File: src/rtl/sensor_cond_pkg.sv
// Shared types and default thresholds for the A2D sensor conditioning block.
package sensor_cond_pkg;

  typedef enum logic [1:0] {StIdle, StCapture, StAccum, StUpdate} sc_state_t;

  localparam logic [11:0] LowBattThreshDef = 12'hA98;
  localparam logic [11:0] LowBattHystDef   = 12'h040;
  localparam logic [11:0] BrakeThreshDef   = 12'h800;

  function automatic logic [1:0] sat_inc2(input logic [1:0] v);
    return (v == 2'd3) ? v : v + 2'd1;
  endfunction

endpackage

File: src/rtl/sensor_cond_ema_filt.sv
// Exponential moving average with 1/2^Shift weight; first enabled step seeds the accumulator.
module ema_filt #(
  parameter int unsigned Shift = 3
) (
  input  logic        i_clk,
  input  logic        i_rst,
  input  logic        i_en,
  input  logic        i_seed,
  input  logic [11:0] i_sample,
  output logic [11:0] o_avg
);

  localparam int unsigned AccW = 12 + Shift;

  logic [AccW-1:0] r_acc;
  logic [AccW-1:0] w_acc_next;

  // Subtract-before-add keeps the result within AccW bits for any 12b sample.
  always_comb begin
    w_acc_next = r_acc;
    if (i_en) begin
      if (i_seed) w_acc_next = {i_sample, {Shift{1'b0}}};
      else        w_acc_next = r_acc - (r_acc >> Shift) + {{Shift{1'b0}}, i_sample};
    end
  end

  always_ff @(posedge i_clk) begin
    if (i_rst) r_acc <= '0;
    else       r_acc <= w_acc_next;
  end

  assign o_avg = r_acc[AccW-1:Shift];

endmodule

File: src/rtl/sensor_cond.sv
// Samples A2D readings on a periodic tick and produces filtered current/torque,
// hysteretic low-battery and debounced brake, all published with one strobe.
module sensor_cond
  import sensor_cond_pkg::*;
#(
  parameter bit          FAST_SIM        = 1'b0,
  parameter int unsigned TORQUE_SHIFT    = 3,
  parameter logic [11:0] LOW_BATT_THRESH = LowBattThreshDef,
  parameter logic [11:0] LOW_BATT_HYST   = LowBattHystDef,
  parameter logic [11:0] BRAKE_THRESH    = BrakeThreshDef
) (
  input  logic        i_clk,
  input  logic        i_rst,
  input  logic [11:0] i_batt,
  input  logic [11:0] i_curr,
  input  logic [11:0] i_brake,
  input  logic [11:0] i_torque,
  output logic [11:0] o_avg_curr,
  output logic [11:0] o_avg_torque,
  output logic        o_low_batt,
  output logic        o_brake_n,
  output logic        o_sample_vld
);

  localparam int unsigned TickW = FAST_SIM ? 8 : 16;

  sc_state_t         r_state, w_state_next;
  logic [TickW-1:0]  r_tick_cnt;
  logic              w_tick;
  logic [11:0]       r_s_batt, r_s_curr, r_s_brake, r_s_torque;
  logic [11:0]       r_curr_buf [4];
  logic [13:0]       r_curr_sum;
  logic              r_seeded;
  logic [1:0]        r_brake_cnt, w_brake_cnt_next;
  logic [12:0]       w_clr_level;
  logic [11:0]       w_ema_avg;
  logic [11:0]       r_avg_curr, r_avg_torque;
  logic              r_low_batt, r_brake_n, r_sample_vld;

  always_ff @(posedge i_clk) begin
    if (i_rst) r_tick_cnt <= '0;
    else       r_tick_cnt <= r_tick_cnt + TickW'(1);
  end

  assign w_tick = &r_tick_cnt;

  always_ff @(posedge i_clk) begin
    if (i_rst) r_state <= StIdle;
    else       r_state <= w_state_next;
  end

  // Ticks outside IDLE fall through and are dropped.
  always_comb begin
    w_state_next = r_state;
    unique case (r_state)
      StIdle:    if (w_tick) w_state_next = StCapture;
      StCapture: w_state_next = StAccum;
      StAccum:   w_state_next = StUpdate;
      StUpdate:  w_state_next = StIdle;
    endcase
  end

  always_ff @(posedge i_clk) begin
    if (i_rst) begin
      r_s_batt   <= '0;
      r_s_curr   <= '0;
      r_s_brake  <= '0;
      r_s_torque <= '0;
    end else if (r_state == StCapture) begin
      r_s_batt   <= i_batt;
      r_s_curr   <= i_curr;
      r_s_brake  <= i_brake;
      r_s_torque <= i_torque;
    end
  end

  always_ff @(posedge i_clk) begin
    if (i_rst) begin
      r_curr_sum <= '0;
      r_seeded   <= 1'b0;
      for (int i = 0; i < 4; i++) r_curr_buf[i] <= '0;
    end else if (r_state == StAccum) begin
      r_curr_sum    <= r_curr_sum - {2'b00, r_curr_buf[3]} + {2'b00, r_s_curr};
      r_curr_buf[0] <= r_s_curr;
      for (int i = 1; i < 4; i++) r_curr_buf[i] <= r_curr_buf[i-1];
      r_seeded      <= 1'b1;
    end
  end

  ema_filt #(
    .Shift (TORQUE_SHIFT)
  ) u_ema_filt (
    .i_clk    (i_clk),
    .i_rst    (i_rst),
    .i_en     (r_state == StAccum),
    .i_seed   (!r_seeded),
    .i_sample (r_s_torque),
    .o_avg    (w_ema_avg)
  );

  assign w_clr_level      = {1'b0, LOW_BATT_THRESH} + {1'b0, LOW_BATT_HYST};
  assign w_brake_cnt_next = (r_s_brake < BRAKE_THRESH) ? sat_inc2(r_brake_cnt) : 2'd0;

  always_ff @(posedge i_clk) begin
    if (i_rst) begin
      r_avg_curr   <= '0;
      r_avg_torque <= '0;
      r_low_batt   <= 1'b0;
      r_brake_n    <= 1'b1;
      r_brake_cnt  <= '0;
      r_sample_vld <= 1'b0;
    end else begin
      r_sample_vld <= (r_state == StUpdate);
      if (r_state == StUpdate) begin
        r_avg_curr   <= r_curr_sum[13:2];
        r_avg_torque <= w_ema_avg;
        r_brake_cnt  <= w_brake_cnt_next;
        r_brake_n    <= (w_brake_cnt_next < 2'd2);
        if (r_s_batt < LOW_BATT_THRESH)                r_low_batt <= 1'b1;
        else if ({1'b0, r_s_batt} >= w_clr_level)      r_low_batt <= 1'b0;
      end
    end
  end

  assign o_avg_curr   = r_avg_curr;
  assign o_avg_torque = r_avg_torque;
  assign o_low_batt   = r_low_batt;
  assign o_brake_n    = r_brake_n;
  assign o_sample_vld = r_sample_vld;

endmodule

File: config.mk
export PLATFORM = sky130hd
export DESIGN_NAME = sensor_cond
export DESIGN_NICKNAME = d
export VERILOG_FILES = /design/src/rtl/sensor_cond_pkg.sv /design/src/rtl/sensor_cond_ema_filt.sv /design/src/rtl/sensor_cond.sv
export SDC_FILE = /design/constraint.sdc
export NUM_CORES = 1
export LEC_CHECK = 0
export CORE_UTILIZATION = 40
export DETAILED_ROUTE_END_ITERATION = 10
export PLACE_DENSITY = 0.6
export SETUP_SLACK_MARGIN = 0.5
export SYNTH_ARGS = -nofsm -noshare
export SYNTH_HDL_FRONTEND = slang
export SYNTH_SLANG_ARGS = --single-unit
export TNS_END_PERCENT = 20
File: constraint.sdc
create_clock -name i_clk -period 3.9 [get_ports i_clk]
set_input_delay 0.585 -clock i_clk [delete_from_list [all_inputs] [get_ports i_clk]]
set_output_delay 0.585 -clock i_clk [all_outputs]
set_load 0.01 [all_outputs]
; Word level (Yosys, flattened, before mapping)
; Memory sizes are Yosys's and may differ from the RTL's.
; Index checks and enable logic that the tools add are counted.
[totals]
ff_bits = 125
memories = 1
input_bits = 50
mem_bits_rw = 48
word_cells = 55
[mem_list]
columns = memory, depth, width, read_ports, rd_ports_with_merged_regs, write_ports, line_no
row1 = r_curr_buf, 4, 12, 4, 0, 4, sensor_cond.sv:31  ; logic [11:0] r_curr_buf [4];
[op_classes]
n_reduce_logical = 4
mux = 16
bitwise = 4
n_addsub = 6
eq_ne = 5
order_cmp = 4
[op_table]
columns = cell, n
row1 = $mux W12, 4
row2 = $lt A12 B12 Y1 const B, 2
row3 = $add A16 B1 Y16 const B, 1
row4 = $reduce_and A16 Y1, 1
row5 = $add A15 B12 Y15, 1
row6 = $mux W15, 1
row7 = $sub A15 B12 Y15, 1
row8 = $add A14 B12 Y14, 1
row9 = $sub A14 B12 Y14, 1
row10 = $ge A12 B12 Y1 const B, 1
row11 = $pmux W2 S4, 1
row12 = $mux W1, 7
row13 = $eq A2 B2 Y1 const B, 3
row14 = $mux W2, 3
row15 = $or A1 B1 Y1, 4
row16 = $add A2 B1 Y2 const B, 1
row17 = $eq A2 B1 Y1 const B, 1
row18 = $logic_not A2 Y1, 1
row19 = $lt A2 B2 Y1 const B, 1
row20 = $ne A2 B2 Y1 const B, 1
row21 = $reduce_and A2 Y1, 1
row22 = $reduce_bool A2 Y1, 1

; Logic depth before layout (Yosys ltp)
[logic_depth]
word_depth = 5
ltp_mapped = 12
depth_no_buf = 12

; By module
; A second synthesis with hierarchy kept.
[hier_totals]
hier_cells = 824
hier_area_um2 = 8049.0
[modules_own_cells]
columns = module, area_per_inst_um2, seq_area_each_um2, n_inst, cells_each
row1 = sensor_cond, 6262.3, 3363.2, 1, 596
row2 = ema_filt, 1786.7, 300.3, 1, 228

; Least setup slack after synthesis
; No wires, ideal clock.
[synth_path]
kind = register to register
start = register r_s_curr[1]
end = register r_curr_sum[13]
setup_ns = 0.123
path_stages_with_launch = 12
t_required_ns = 3.777
n_path_buf = 0
arrival_ns = 2.893
period_less_slack_ns = 3.017
setup_slack_ns = 0.883
path_cell_list = dfxtp_1 -> inv_1 -> fa_1 -> inv_1 -> ha_1 -> a21o_1 -> a21o_1 -> a2111oi_4 -> o31ai_2 -> a221oi_2 -> mux2i_1 -> mux2_1
[synth_between]
elab_chain_len = 1
[synth_rtl]
columns = item, line_no
row1 = from (decl), sensor_cond.sv:30  ; logic [11:0] r_s_batt, r_s_curr, r_s_brake, r_s_torque;
row2 = from (signal assigned), sensor_cond.sv:71  ; r_s_curr <= i_curr;
row3 = $add A14 B12 Y14, sensor_cond.sv:83  ; r_curr_sum <= r_curr_sum - {2'b00, r_curr_buf[3]} + {2'b00, r_s_curr};
row4 = to (signal assigned), sensor_cond.sv:83
row5 = to (decl), sensor_cond.sv:32  ; logic [13:0] r_curr_sum;
; Every way passes these cells.
; A chain may end at the register's enable or synchronous reset.

; Worst setup path after layout
; Ends and elaborated chain as after synthesis.

==> results.py <==
metrics = {
    "die": {
        "design.die.area_sq_um": 20300,
        "die_w_microns": 142,
        "start_util_pct": 41.4,
        "fp.coreArea_sq_um": 19000,
        "io_pins": 77,
        "rows": 50,
        "chipHeight_microns": 142,
    },
    "timing": {
        "finalCritPeriodShare_pct": 81.6,
        "max_freq_mhz": 314,
        "worst_pin_slew_ps": 1170,
        "tns_ps": 0,
        "drv_slew": 0,
        "post-route-min-period_ps": 3180,
        "setup_viol": 0,
        "finalHoldViolations": 0,
        "slew_headroom_pct": 22.2,
        "grt_setup_unrepaired": "false",
        "finalClockSkew_ps": 9.67,
    },
    "synth": {
        "synth_mux_area_share_pct": 9.05,
        "synth_top_family_by_area": "simple AND/OR/NAND/NOR gates",
        "synthArstFlopShare_pct": 0,
        "synth-compound-area-share_pct": 9.80,
        "synth-simple-area-share_pct": 13.0,
        "synth_cell_types": 54,
        "ys_seq_elements": 159,
        "synth_cells": 799,
        "synth-adder-area-share_pct": 11.7,
        "ys_warn_count": 0,
        "seq_area_frac_synth_pct": 46.5,
        "synth_edf_count": 48,
        "synthesis.area_sq_um": 7880,
        "syn_avg_cell_area_sq_um": 9.86,
        "synth_xor_area_share_pct": 3.11,
        "synth_nets": 908,
        "synth-main-ff-cell": "dfxtp_1",
    },
    "layout": {
        "antenna_cells": 0,
        "fin_cells": 1125,
        "fill_cells": 1817,
        "finalInstanceArea_sq_um": 9330,
        "drive_above_1_share_pct": 5.66,
        "regArea_sq_um": 3660,
        "finalNetCount": 961,
        "areaGrowthSynthToFinish_pct": 18.5,
        "multi_input_area_sq_um": 3680,
    },
    "critical_path": {
        "critical_path_arrival_ps": 3500,
        "r2r-start": "r_s_curr[1]",
        "rrSetupSlack_ps": 720,
        "cp_max_fo": 3,
        "worst_setup_path_end_kind": "flop",
        "r2r_cells": 11,
        "setup.worst_path.class": "reg -> reg",
        "r2r_end": "r_curr_sum[13]",
        "start_kind": "flop",
        "worstPathRequired_ps": 4220,
    },
    "clock_tree": {
        "root_buffer": "clkbuf_16",
        "numCtsBuffers": 17,
        "cts_sinks": 159,
        "clk_pin_slew_worst_paths_ps": 60,
        "ctsHtreeMaxLevel": 4,
        "post-cts-setup-buffers": 0,
        "clk_latency_ps": 430,
        "cts_tree": "yes",
        "clock_path_buffers": 2,
    },
    "grt": {
        "grtUsageTotal_pct": 16.2,
        "overflow": 0,
        "antenna_found_initial": 0,
        "grt_max_degree": 94,
        "grt_pass1_vias": 5165,
        "grt_pass1_wl_microns": 25400,
    },
    "run": {
        "maxCapViolations": 0,
    },
    "pwr": {
        "ir_drop_mv": 0.341,
        "p_leak_nw": 3.57,
        "power_density_nw_per_um2": 514,
        "finalPower_mw": 4.80,
    },
    "detailed_routing": {
        "wl_per_cell_microns": 13.2,
        "vias": 5313,
        "drt-initial-drc-count": 202,
        "dr.pass1.iters": 6,
        "drc": 0,
        "ant_nets": 0,
        "vias_per_cell": 4.72,
        "routed_wl_microns": 14800,
    },
    "placement": {
        "gp_congestion": 0.792,
        "io_buffers": 62,
        "hpwlAfterDp_microns": 9710,
        "dp.cells": 1093,
        "placed_cell_area_sq_um": 8740,
    },
    "hold_path": {
        "min_path_cells": 1,
        "holdPathEnd": "o_low_batt",
        "holdCritPathClass": "reg -> reg",
        "min_from": "r_s_batt[11]",
    },
    "run_status": {
        "outcome": "finished, final reports clean",
    },
}
[cell usage after synthesis, types with 2 or more instances]
cell type  instances  share of area [%]
nor3_1             2               0.13
a21o_1            11                1.0
a211oi_1          13                1.2
nand2_1           31                1.5
buf_1             10               0.48
a21oi_1           31                2.0
clkbuf_1          24                1.1
inv_1            109                5.2
o21ai_0           18                1.1
nand3_1           11               0.70
xnor2_1           13                1.4
and3_1             4               0.32
xor2_1            15                1.7
a211o_1            2               0.22
a31oi_1            5               0.40
fa_1              24                6.1
nor4b_1            2               0.22
o211ai_1           2               0.19
mux2i_1           69                8.8
o21bai_1           2               0.19
nand2b_1           3               0.24
nor2b_1            5               0.40
and2_1            37                2.9
dfxtp_1          111                 28
o22ai_1            8               0.64
edfxtp_1          48                 18
nor2_1           119                5.7
or3_1              7               0.56
o21a_1             4               0.38
ha_1              35                5.6
[state kept, by name (all words and copies together) (netlist names)]
name              cells
r_s_batt              9
o_avg_torque         12
r_brake_cnt           2
r_curr_sum           14
r_tick_cnt           16
r_s_curr             12
r_s_torque           12
o_sample_vld          1
o_brake_n             1
r_curr_buf           48
r_seeded              1
u_ema_filt.r_acc     15
r_state               2
o_avg_curr           12
r_s_brake             1
o_low_batt            1
[cell type report]
cell class | count | area share (%)
multi-input cells | 496 | 39.5
flip-flops and latches | 159 | 39.2
repair buffers | 68 | 7.10
clock buffers | 17 | 4.56
inverters | 110 | 4.42
well taps | 260 | 3.49
clock inverters | 15 | 1.70
[what timing repair did]
action                                  in CTS  in global routing
hold buffers                                 0                  0
resized for setup                            0                  1
endpoints found under the setup margin       0                  1
[cell usage in the layout, fill, tap and decap left out, types with 17 or more instances in the layout]
cell	n
a21oi_1	31
and2_1	37
clkbuf_16	17
clkdlybuf4s50_1	61
dfxtp_1	111
edfxtp_1	48
fa_1	24
ha_1	33
inv_1	109
mux2i_1	69
nand2_1	31
nor2_1	119
o21ai_0	18
[metrics by stage]
step / setup WS [ps] / util [%] / hold WS [ps]
2_1_floorplan: 883 / - / 413
3_3_place_gp: 682 / 46.0 / 431
3_5_place_dp: 655 / 46.0 / 435
4_1_cts: 625 / 49.1 / 442
5_1_grt: 510 / 49.1 / 448
6_report: 716 / 49.1 / 444
[power breakdown]
group / switching (mW) / internal [mW] / total (mW)
Clock: 0.709 / 0.950 / 1.66
Combinational: 0.706 / 0.580 / 1.29
Sequential: 0.0557 / 1.80 / 1.85
[worst max-delay path by stage]
stage / endpoint / startpoint
floorplan: r_curr_sum[13] / r_s_curr[1]
CTS: r_curr_sum[12] / r_s_curr[1]
finish: r_curr_sum[13] / r_s_curr[1]
global placement: r_curr_sum[12] / r_s_curr[1]
global route: r_curr_sum[13] / r_s_curr[1]
detailed placement: r_curr_sum[12] / r_s_curr[1]
[per-layer routing]
layer	up-vias	wire length [microns]	part of all wire [%]	track usage [%]
met4	0	212	1.4	6.40
li1	2755	-	-	-
met2	71	6640	45	25.3
met3	15	491	3.3	3.80
met5	-	0	0	0
met1	2472	7490	51	21.6
[logic make-up (layout without fill, tap and decap cells)]
group	after synthesis	after routing
simple gates	225	225
flops	159	159
buf+inv	144	210
compound gates	113	113
mux	71	71
fa+ha+maj	59	59
xor+xnor	28	28
[critical path, cell delays in order, from the launching register on]
cell       delay [ps]
dfxtp_1           330
inv_1              70
fa_1              540
inv_1              70
ha_1              280
a21o_1            170
a21o_1            230
a2111oi_4         390
o31ai_2           140
a221oi_2          300
mux2i_1           230
mux2_1            330
Power figures use the tool's default switching activity.
